[src/rtl/fetch_pkg.sv]
// Shared state encoding and instruction-format constants for the LEGv8 fetch stage.
package fetch_pkg;

  typedef enum logic [1:0] {
    BOOT  = 2'd0,
    FETCH = 2'd1,
    HOLD  = 2'd2
  } fetch_state_t;

  localparam int INSTR_BYTES = 4;
  localparam int OPC_HI      = 31;
  localparam int OPC_LO      = 21;

endpackage

[src/rtl/next_pc_calc.sv]
// Combinational next-PC select: sequential step or word-scaled branch offset.
// Zero latency; no flow control, all arithmetic wraps modulo 2^ADDR_W.
module next_pc_calc
  import fetch_pkg::*;
#(
  parameter int ADDR_W = 64
) (
  input  logic [ADDR_W-1:0] pc,
  input  logic [ADDR_W-1:0] branch_imm,
  input  logic              branch,
  input  logic              uncond_branch,
  input  logic              zero,
  output logic [ADDR_W-1:0] next_pc
);

  logic take;

  assign take    = uncond_branch | (branch & zero);
  assign next_pc = take ? pc + (branch_imm << 2) : pc + ADDR_W'(INSTR_BYTES);

endmodule

[src/rtl/fetch_unit.sv]
// LEGv8 fetch stage: ack->instr_valid 1 cycle, handshake->next imem_req 1 cycle; holds instr until instr_ready.
// Optional FETCH_PERF_CNT_EN adds retired_cnt/stall_cnt counters.
module fetch_unit
  import fetch_pkg::*;
#(
  parameter int ADDR_W  = 64,
  parameter int INSTR_W = 32
) (
  input  logic               CLK,
  input  logic               Reset,
  input  logic [ADDR_W-1:0]  startpc,
  output logic               imem_req,
  output logic [ADDR_W-1:0]  imem_addr,
  input  logic               imem_ack,
  input  logic [INSTR_W-1:0] imem_rdata,
  output logic [INSTR_W-1:0] instr,
  output logic [10:0]        opcode,
  output logic               instr_valid,
  input  logic               instr_ready,
  input  logic               branch,
  input  logic               uncond_branch,
  input  logic               zero,
  input  logic [ADDR_W-1:0]  branch_imm,
  output logic [ADDR_W-1:0]  currentpc
`ifdef FETCH_PERF_CNT_EN
  ,
  output logic [31:0]        retired_cnt,
  output logic [31:0]        stall_cnt
`endif
);

  fetch_state_t      state, state_nxt;
  logic [ADDR_W-1:0] pc, pc_next;
  logic              load_instr;
  logic              handshake;

  always_ff @(posedge CLK or posedge Reset) begin
    if (Reset) state <= BOOT;
    else       state <= state_nxt;
  end

  always_comb begin
    state_nxt  = state;
    imem_req   = 1'b0;
    load_instr = 1'b0;
    handshake  = 1'b0;
    case (state)
      BOOT: state_nxt = FETCH;
      FETCH: begin
        imem_req = 1'b1;
        if (imem_ack) begin
          load_instr = 1'b1;
          state_nxt  = HOLD;
        end
      end
      HOLD: begin
        if (instr_ready) begin
          handshake = 1'b1;
          state_nxt = FETCH;
        end
      end
      default: state_nxt = BOOT;
    endcase
  end

  next_pc_calc #(.ADDR_W(ADDR_W)) u_next_pc (
    .pc            (pc),
    .branch_imm    (branch_imm),
    .branch        (branch),
    .uncond_branch (uncond_branch),
    .zero          (zero),
    .next_pc       (pc_next)
  );

  // Masking rather than slicing keeps every startpc bit in use.
  always_ff @(posedge CLK or posedge Reset) begin
    if (Reset) begin
      pc    <= '0;
      instr <= '0;
    end else begin
      if (state == BOOT)  pc <= startpc & ~ADDR_W'(3);
      else if (handshake) pc <= pc_next;
      if (load_instr) instr <= imem_rdata;
    end
  end

  assign instr_valid = (state == HOLD);
  assign imem_addr   = pc;
  assign currentpc   = pc;
  assign opcode      = instr[OPC_HI:OPC_LO];

`ifdef FETCH_PERF_CNT_EN
  always_ff @(posedge CLK or posedge Reset) begin
    if (Reset) begin
      retired_cnt <= '0;
      stall_cnt   <= '0;
    end else begin
      if (handshake) retired_cnt <= retired_cnt + 32'd1;
      if ((state == FETCH && !imem_ack) || (state == HOLD && !instr_ready))
        stall_cnt <= stall_cnt + 32'd1;
    end
  end
`endif

endmodule

[config.mk]
export PLATFORM = sky130hd
export DESIGN_NAME = fetch_unit
export DESIGN_NICKNAME = d
export VERILOG_FILES = /design/src/rtl/fetch_pkg.sv /design/src/rtl/next_pc_calc.sv /design/src/rtl/fetch_unit.sv
export SDC_FILE = /design/constraint.sdc
export NUM_CORES = 1
export LEC_CHECK = 0
export CORE_MARGIN = 3
export CORE_UTILIZATION = 46
export DETAILED_ROUTE_END_ITERATION = 16
export PLACE_DENSITY_LB_ADDON = 0.12
export SYNTH_ARGS = -nofsm -noshare
export SYNTH_HDL_FRONTEND = slang
export SYNTH_SLANG_ARGS = --single-unit
[constraint.sdc]
create_clock -name CLK -period 5.7 [get_ports CLK]
set_input_delay 1.14 -clock CLK [delete_from_list [all_inputs] [get_ports CLK]]
set_output_delay 1.14 -clock CLK [all_outputs]
set_load 0.02 [all_outputs]
---- Word-level counts from Yosys, hierarchy flattened ----
Cells that the tools add are included.
word-level totals
  bits in registers ....................... 98
  input bits .............................. 167
  output and inout port bits .............. 173
  word-level logic and storage cells ...... 25
operators by class
  $add $sub $neg .......................... 2
  eq/ne operators ......................... 4
  muxes and demuxes ....................... 11
  bitwise operators ....................... 2
  reduce and logical (&&, ||, !) cells .... 3
operator list
  operator                                               number
  two-way mux 64 bit                                     3
  adder 64 x 3 -> 64 bit, second input constant          1
  adder 64 bit                                           1
  case mux 2 bit (3 select lines)                        1
  two-way mux 1 bit                                      5
  two-way mux 2 bit                                      2
  equality test 2 x 1 -> 1 bit, second input constant    1
  equality test 2 bit, second input constant             1
  zero test 2 bit                                        1
  inequality test 2 x 1 -> 1 bit, second input constant  1
  inequality test 2 bit, second input constant           1
  AND reduction 2 bit                                    1
  nonzero test 2 bit                                     1
  bitwise AND 1 bit                                      1
  bitwise OR 1 bit                                       1

---- Longest topological paths before layout ----
Gate-level depths: netlist of run 1.
  word-level depth ........................ 5
  depth in mapped cells ................... 15
  gate-level depth less buffers ........... 14

---- Hierarchy ----
From an unflattened synthesis of run 1, not the netlist that was laid out.
unflattened totals
  cell total of the unflattened synthesis .. 990
  area total of the unflattened synthesis .. 8967.4 µm²
by module, submodules not included
  module        instances  cells an instance  area each (µm²)  sequential area each (µm²)
  fetch_unit    1          376                4823.4           2452.4
  next_pc_calc  1          614                4144.0           0.0

---- Worst setup path before layout of run 1 ----
Ideal clock, no wire load.
  path kind ............................... input-to-reg
  start point ............................. in branch
  end point ............................... reg pc[60] (netlist: currentpc[60])
  setup time .............................. 126 ps
  arrival ................................. 4322 ps
  data required time ...................... 5574 ps
  slack ................................... 1252 ps
  stages .................................. 15
  buffers on the path ..................... 2
  path through ............................ a21oi_1 clkbuf_1 nor2b_1 ha_1 clkbuf_1 and4_1 nand3_1 or3_1 a2111oi_1 or4b_4 a21oi_1 o221ai_1 a21oi_1 mux2i_1 a221o_1
between the ends
  cells in the longest elaborated chain, start to end .. 5
ends and longest elaborated chain
  what                  line                source
  from (decl)           fetch_unit.sv:20    input logic branch,
  bitwise AND 1 bit     next_pc_calc.sv:18  assign take = uncond_branch | (branch & zero);
  bitwise OR 1 bit      next_pc_calc.sv:18
  two-way mux 64 bit    next_pc_calc.sv:19  assign next_pc = take ? pc + (branch_imm << 2) : pc + ADDR_W'(INSTR_BYTES);
  two-way mux 64 bit    fetch_unit.sv:82    else if (handshake) pc <= pc_next;
  two-way mux 64 bit    fetch_unit.sv:81    if (state == BOOT) pc <= startpc & ~ADDR_W'(3);
  to (signal assigned)  fetch_unit.sv:81
  to (signal assigned)  fetch_unit.sv:82
  to (decl)             fetch_unit.sv:33    logic [ADDR_W-1:0] pc, pc_next;
No other way between the ends. The select of a mux whose other input is x is not followed.
A chain may end at the register's enable or synchronous reset.

---- Final worst setup path of run 1 ----
Same ends and word-level chain as after synthesis.

==> report_table.html, run 1 <==
<table>
<tr><th>Metric</th><th>Value</th></tr>
<tr><th colspan="2">STA</th></tr>
<tr><td>Setup repair after global routing missed its margin</td><td>no</td></tr>
<tr><td>Number of failing hold endpoints at the final stage</td><td>0</td></tr>
<tr><td>Final period demand of the worst path</td><td>5.033 ns</td></tr>
<tr><td>Tcrit/Tclk final</td><td>88.29%</td></tr>
<tr><td>Max Freq</td><td>198.7 MHz</td></tr>
<tr><td>Total Negative Setup Slacks</td><td>0 ns</td></tr>
<tr><td>Transition at the pin with the smallest max-transition slack</td><td>0.7856 ns</td></tr>
<tr><td>Final setup viols</td><td>0</td></tr>
<tr><td>Number of pins exceeding their max-slew limit in the final report</td><td>0</td></tr>
<tr><td>Max transition margin</td><td>47.63%</td></tr>
<tr><td>Setup skew after layout</td><td>0.01423 ns</td></tr>
<tr><th colspan="2">Global routing</th></tr>
<tr><td>All-Layer GR Usage</td><td>27.17%</td></tr>
<tr><td>Met2 Resource Use GR</td><td>46.57%</td></tr>
<tr><td>Vias in the first global route</td><td>8352</td></tr>
<tr><td>Met1 Usage GRT</td><td>34.80%</td></tr>
<tr><td>Global route hottest layer</td><td>met2</td></tr>
<tr><td>Global route total overflow</td><td>0</td></tr>
<tr><td>Global-route track usage on met3</td><td>4.359%</td></tr>
<tr><td>Largest net degree at the start of global routing</td><td>62</td></tr>
<tr><td>Global-route wire length before repair</td><td>44580 µm</td></tr>
<tr><td>Initial antenna violation count</td><td>2</td></tr>
<tr><th colspan="2">Routing</th></tr>
<tr><td>Drt first-iter violations</td><td>421</td></tr>
<tr><td>Final Routed Wirelength</td><td>28690 µm</td></tr>
<tr><td>Length of the first detailed-routing pass in iterations</td><td>5</td></tr>
<tr><td>Number of vias per cell</td><td>5.657</td></tr>
<tr><td>DR DRC count</td><td>0</td></tr>
<tr><td>Total via count after detailed routing</td><td>8729</td></tr>
<tr><td>Antenna Nets Post-Route</td><td>0</td></tr>
<tr><td>Average detailed-routed wire length per instance</td><td>18.59 µm</td></tr>
<tr><th colspan="2">Clock tree</th></tr>
<tr><td>Hold bufs inserted after CTS</td><td>0</td></tr>
<tr><td>TritonCTS clock tree</td><td>yes</td></tr>
<tr><td>Clock slew seen by the registers of the worst setup and hold paths</td><td>0.08 ns</td></tr>
<tr><td>Total clock sinks</td><td>96</td></tr>
<tr><td>Latest clock arrival within the worst-skew pair</td><td>0.36 ns</td></tr>
<tr><td>Number of H-tree levels</td><td>3</td></tr>
<tr><td>Max clock buf depth</td><td>2</td></tr>
<tr><td>Post-cts resize count</td><td>0</td></tr>
<tr><td>Setup Buffers After CTS</td><td>0</td></tr>
<tr><td>Inserted Clock Buffers</td><td>9</td></tr>
<tr><td>Clock Tree Root</td><td>sky130_fd_sc_hd__clkbuf_16</td></tr>
<tr><th colspan="2">Hold path</th></tr>
<tr><td>End point of the most critical hold path</td><td>instr[20]$_DFFE_PP0P_</td></tr>
<tr><td>HP Class</td><td>reg2reg</td></tr>
<tr><td>Hold path start</td><td>instr[20]$_DFFE_PP0P_</td></tr>
<tr><td>Number of stages on the worst hold path</td><td>1</td></tr>
<tr><th colspan="2">Die</th></tr>
<tr><td>Die X-Extent</td><td>143.5 µm</td></tr>
<tr><td>Die ar.</td><td>20590 µm²</td></tr>
<tr><td>Std-Cell Rows</td><td>49</td></tr>
<tr><td>I/O pin count</td><td>340</td></tr>
<tr><td>Effective utilization at floorplan</td><td>47.60%</td></tr>
<tr><td>Area of the placeable core</td><td>18270 µm²</td></tr>
<tr><td>Die Y</td><td>143.5 µm</td></tr>
<tr><th colspan="2">Yosys</th></tr>
<tr><td>Mapped cell area</td><td>8697 µm²</td></tr>
<tr><td>Mapped Cells</td><td>1082</td></tr>
<tr><td>Ys flop type</td><td>sky130_fd_sc_hd__dfrtp_1</td></tr>
<tr><td>Number of enable flip-flop cells after synthesis</td><td>0</td></tr>
<tr><td>Post-synthesis sequential area ratio</td><td>27.62%</td></tr>
<tr><td>Post-synthesis register bit count</td><td>96</td></tr>
<tr><td>Post-synthesis area per instance</td><td>8.038 µm²</td></tr>
<tr><td>Count of cell types in the netlist</td><td>66</td></tr>
<tr><td>Synthesis Warnings</td><td>0</td></tr>
<tr><td>Async S/R FF share, synth</td><td>100.0%</td></tr>
<tr><th colspan="2">Worst setup path</th></tr>
<tr><td>Dominant cell type by count on the critical path</td><td>sky130_fd_sc_hd__a21oi_1</td></tr>
<tr><td>Maximum cell stage delay along the critical path</td><td>0.50 ns</td></tr>
<tr><td>Ordered list of cells on the worst path</td><td>clkdlybuf4s50_1, a21oi_4, buf_12, nor2b_1, ha_1, and3_1, nand3_1, or3_1, a2111oi_1, or4b_4, a21oi_1, o221ai_1, a21oi_1, mux2i_1, a221o_1</td></tr>
<tr><td>RR Endpoint</td><td>currentpc[44]$_DFFE_PP0P_</td></tr>
<tr><td>Data arrival time of the worst path</td><td>5.27 ns</td></tr>
<tr><td>R2R cell count</td><td>12</td></tr>
<tr><td>Critical Path Fanout Max</td><td>36</td></tr>
<tr><td>Start of the worst register-to-register path</td><td>currentpc[2]$_DFFE_PP0P_</td></tr>
<tr><td>Slowest CP cell</td><td>sky130_fd_sc_hd__a2111oi_1</td></tr>
<tr><td>Critical Path End Type</td><td>flip-flop</td></tr>
<tr><td>Kind of critical path</td><td>in2reg</td></tr>
<tr><td>Worst setup slack for register-to-register paths</td><td>2.10 ns</td></tr>
<tr><td>Critical Path Start Type</td><td>primary input</td></tr>
<tr><td>Data required time at the worst endpoint</td><td>5.94 ns</td></tr>
<tr><th colspan="2">Power and ir drop</th></tr>
<tr><td>Internal power</td><td>0.003650 W</td></tr>
<tr><td>Part of the total power dissipated in combinational logic</td><td>71.9%</td></tr>
<tr><td>Reported leakage power</td><td>5.037 nW</td></tr>
<tr><td>Cell Pwr Density</td><td>602.7 nW/µm²</td></tr>
<tr><td>Switching Share</td><td>49.32%</td></tr>
<tr><td>Worst ir drop on vdd</td><td>281.8 µV</td></tr>
<tr><td>Portion of total power attributed to the clock network</td><td>8.7%</td></tr>
<tr><td>Register share of total power</td><td>19.4%</td></tr>
<tr><td>Power spent charging and discharging nets</td><td>0.003552 W</td></tr>
<tr><th colspan="2">Run</th></tr>
<tr><td>Max-cap violations</td><td>0</td></tr>
<tr><th colspan="2">Layout</th></tr>
<tr><td>Count of fill cells added during filler insertion</td><td>1641</td></tr>
<tr><td>Non-Filler Instances</td><td>1543</td></tr>
<tr><td>Fraction of final layout cells sized beyond drive strength 1</td><td>6.098%</td></tr>
<tr><td>Most frequent cells in the layout</td><td>sky130_fd_sc_hd__clkdlybuf4s50_1 (331), sky130_fd_sc_hd__nand2_1 (116), sky130_fd_sc_hd__a21oi_1 (114)</td></tr>
<tr><td>Combined flip-flop and latch cell area</td><td>2402 µm²</td></tr>
<tr><td>Net count reported at finish</td><td>1536</td></tr>
<tr><td>Area of combinational cells with multiple inputs</td><td>5479 µm²</td></tr>
<tr><td>Most common cell after layout, fill and taps aside</td><td>sky130_fd_sc_hd__clkdlybuf4s50_1</td></tr>
<tr><td>Synthesis-to-finish area growth</td><td>37.40%</td></tr>
<tr><th colspan="2">Place</th></tr>
<tr><td>Final weighted congestion in routability-driven placement</td><td>0.8823</td></tr>
<tr><td>Post-Place Cells</td><td>1525</td></tr>
<tr><td>Post-DP HPWL</td><td>22450 µm</td></tr>
<tr><td>Port bufs</td><td>331</td></tr>
<tr><th colspan="2">Status</th></tr>
<tr><td>Result of the run</td><td>finished clean</td></tr>
</table>
==> synthesized netlist by cell type, drive strengths merged (9+ instances only) <==
cell    count  area share (%)
ha         61             8.8
a21oi     116             6.7
xnor2      34             3.4
nand4      15             1.1
a211oi      9            0.89
dfrtp      96              28
o211ai     10            0.92
nand3      15            0.86
o21bai      9            0.78
o21ai      83             4.8
inv        17            0.73
nor3       10            0.58
nor2       83             3.6
xor2       14             1.4
a31oi      18             1.4
nand2     116             5.0
mux2       32             4.1
clkbuf     44             1.9
buf        88             7.2
a21o       28             2.4
o21a       13             1.1
nor2b      67             4.8
==> stage by stage <==
| stage | worst slack (ns) | utilization [%] | power, W | hold slack [ns] | cell area [µm²] |
|---|---|---|---|---|---|
| CTS | 0.6971 | 65.38 | 0.007222 | 0.5088 | 11950 |
| global route | 0.2390 | 65.41 | 0.007747 | 0.5181 | 11950 |
| global placement | 0.3218 | 63.77 | 0.006501 | 0.4859 | 11650 |
| floorplan | 1.252 | - | 0.004892 | 0.6293 | 8708 |
| finish | 0.6674 | 65.41 | 0.007202 | 0.5065 | 11950 |
| detailed placement | 0.3401 | 63.77 | 0.006566 | 0.4917 | 11650 |
==> cell families after synthesis <==
group                    after synthesis  share of synthesized area (%)
flip-flops                            96                          27.62
other                                  1                        0.04312
XOR/XNOR                              48                          4.834
AND/OR/NAND/NOR                      347                          19.22
AO/OA/AOI/OAI                        345                          25.03
adder cells (fa/ha/maj)               62                          9.006
multiplexers                          34                          4.374
buffers and inverters                149                          9.869
==> metal layers <==
layer  vias to the layer above  part of all wire (%)
met4                         0                   3.0
met3                        46                   6.4
met1                      4119                    41
met2                       323                    49
met5                         -                     0
li1                       4241                     -
==> worst max-delay path, delay by kind of cell <==
family                     cells  cell delay (ns)
buffers and inverters          2             0.75
AOI/OAI and AO/OA              6             1.64
adders and majority gates      1             0.40
muxes                          1             0.14
and+or+nand+nor                5             1.17
==> sequential cells by signal, indices dropped and copies added, names as in the netlist <==
register   cells
state          2
instr         32
currentpc     62
==> layout make-up <==
class | instances | share of cell area [%]
well taps | 229 | 2.398
flip-flops and latches | 96 | 20.10
repair buffers | 343 | 28.58
clock inverters | 7 | 0.5863
multi-input cells | 840 | 45.85
diodes | 2 | 0.04188
clock buffers | 9 | 1.885
inverters | 17 | 0.5549
==> worst max-delay path by stage <==
stage | start | end | slack, ns | cells past startpoint
2_1_floorplan | branch | currentpc[60]$_DFFE_PP0P_ | 1.25 | 15
3_3_place_gp | branch | currentpc[60]$_DFFE_PP0P_ | 0.32 | 15
3_5_place_dp | branch | currentpc[60]$_DFFE_PP0P_ | 0.34 | 15
4_1_cts | branch | currentpc[60]$_DFFE_PP0P_ | 0.70 | 15
5_1_grt | branch | currentpc[63]$_DFFE_PP0P_ | 0.24 | 14
6_report | branch | currentpc[60]$_DFFE_PP0P_ | 0.67 | 15
==> power groups by stage <==
stage / clock network (W) / registers [W] / logic, W
global placement: 0 / 0.00140 / 0.00510
CTS: 0.000638 / 0.00140 / 0.00518
finish: 0.000628 / 0.00140 / 0.00518
global route: 0.000663 / 0.00145 / 0.00563
detailed placement: 0 / 0.00141 / 0.00515
floorplan: 0 / 0.00171 / 0.00318
(Power assumes the default switching activity.)
==> run 2, diff against run 1 <==
SKIP_CTS_REPAIR_TIMING = 1   (was not set)
==> results of run 2 <==
The final DEF is identical to that of run 1; final timing and power are the same.
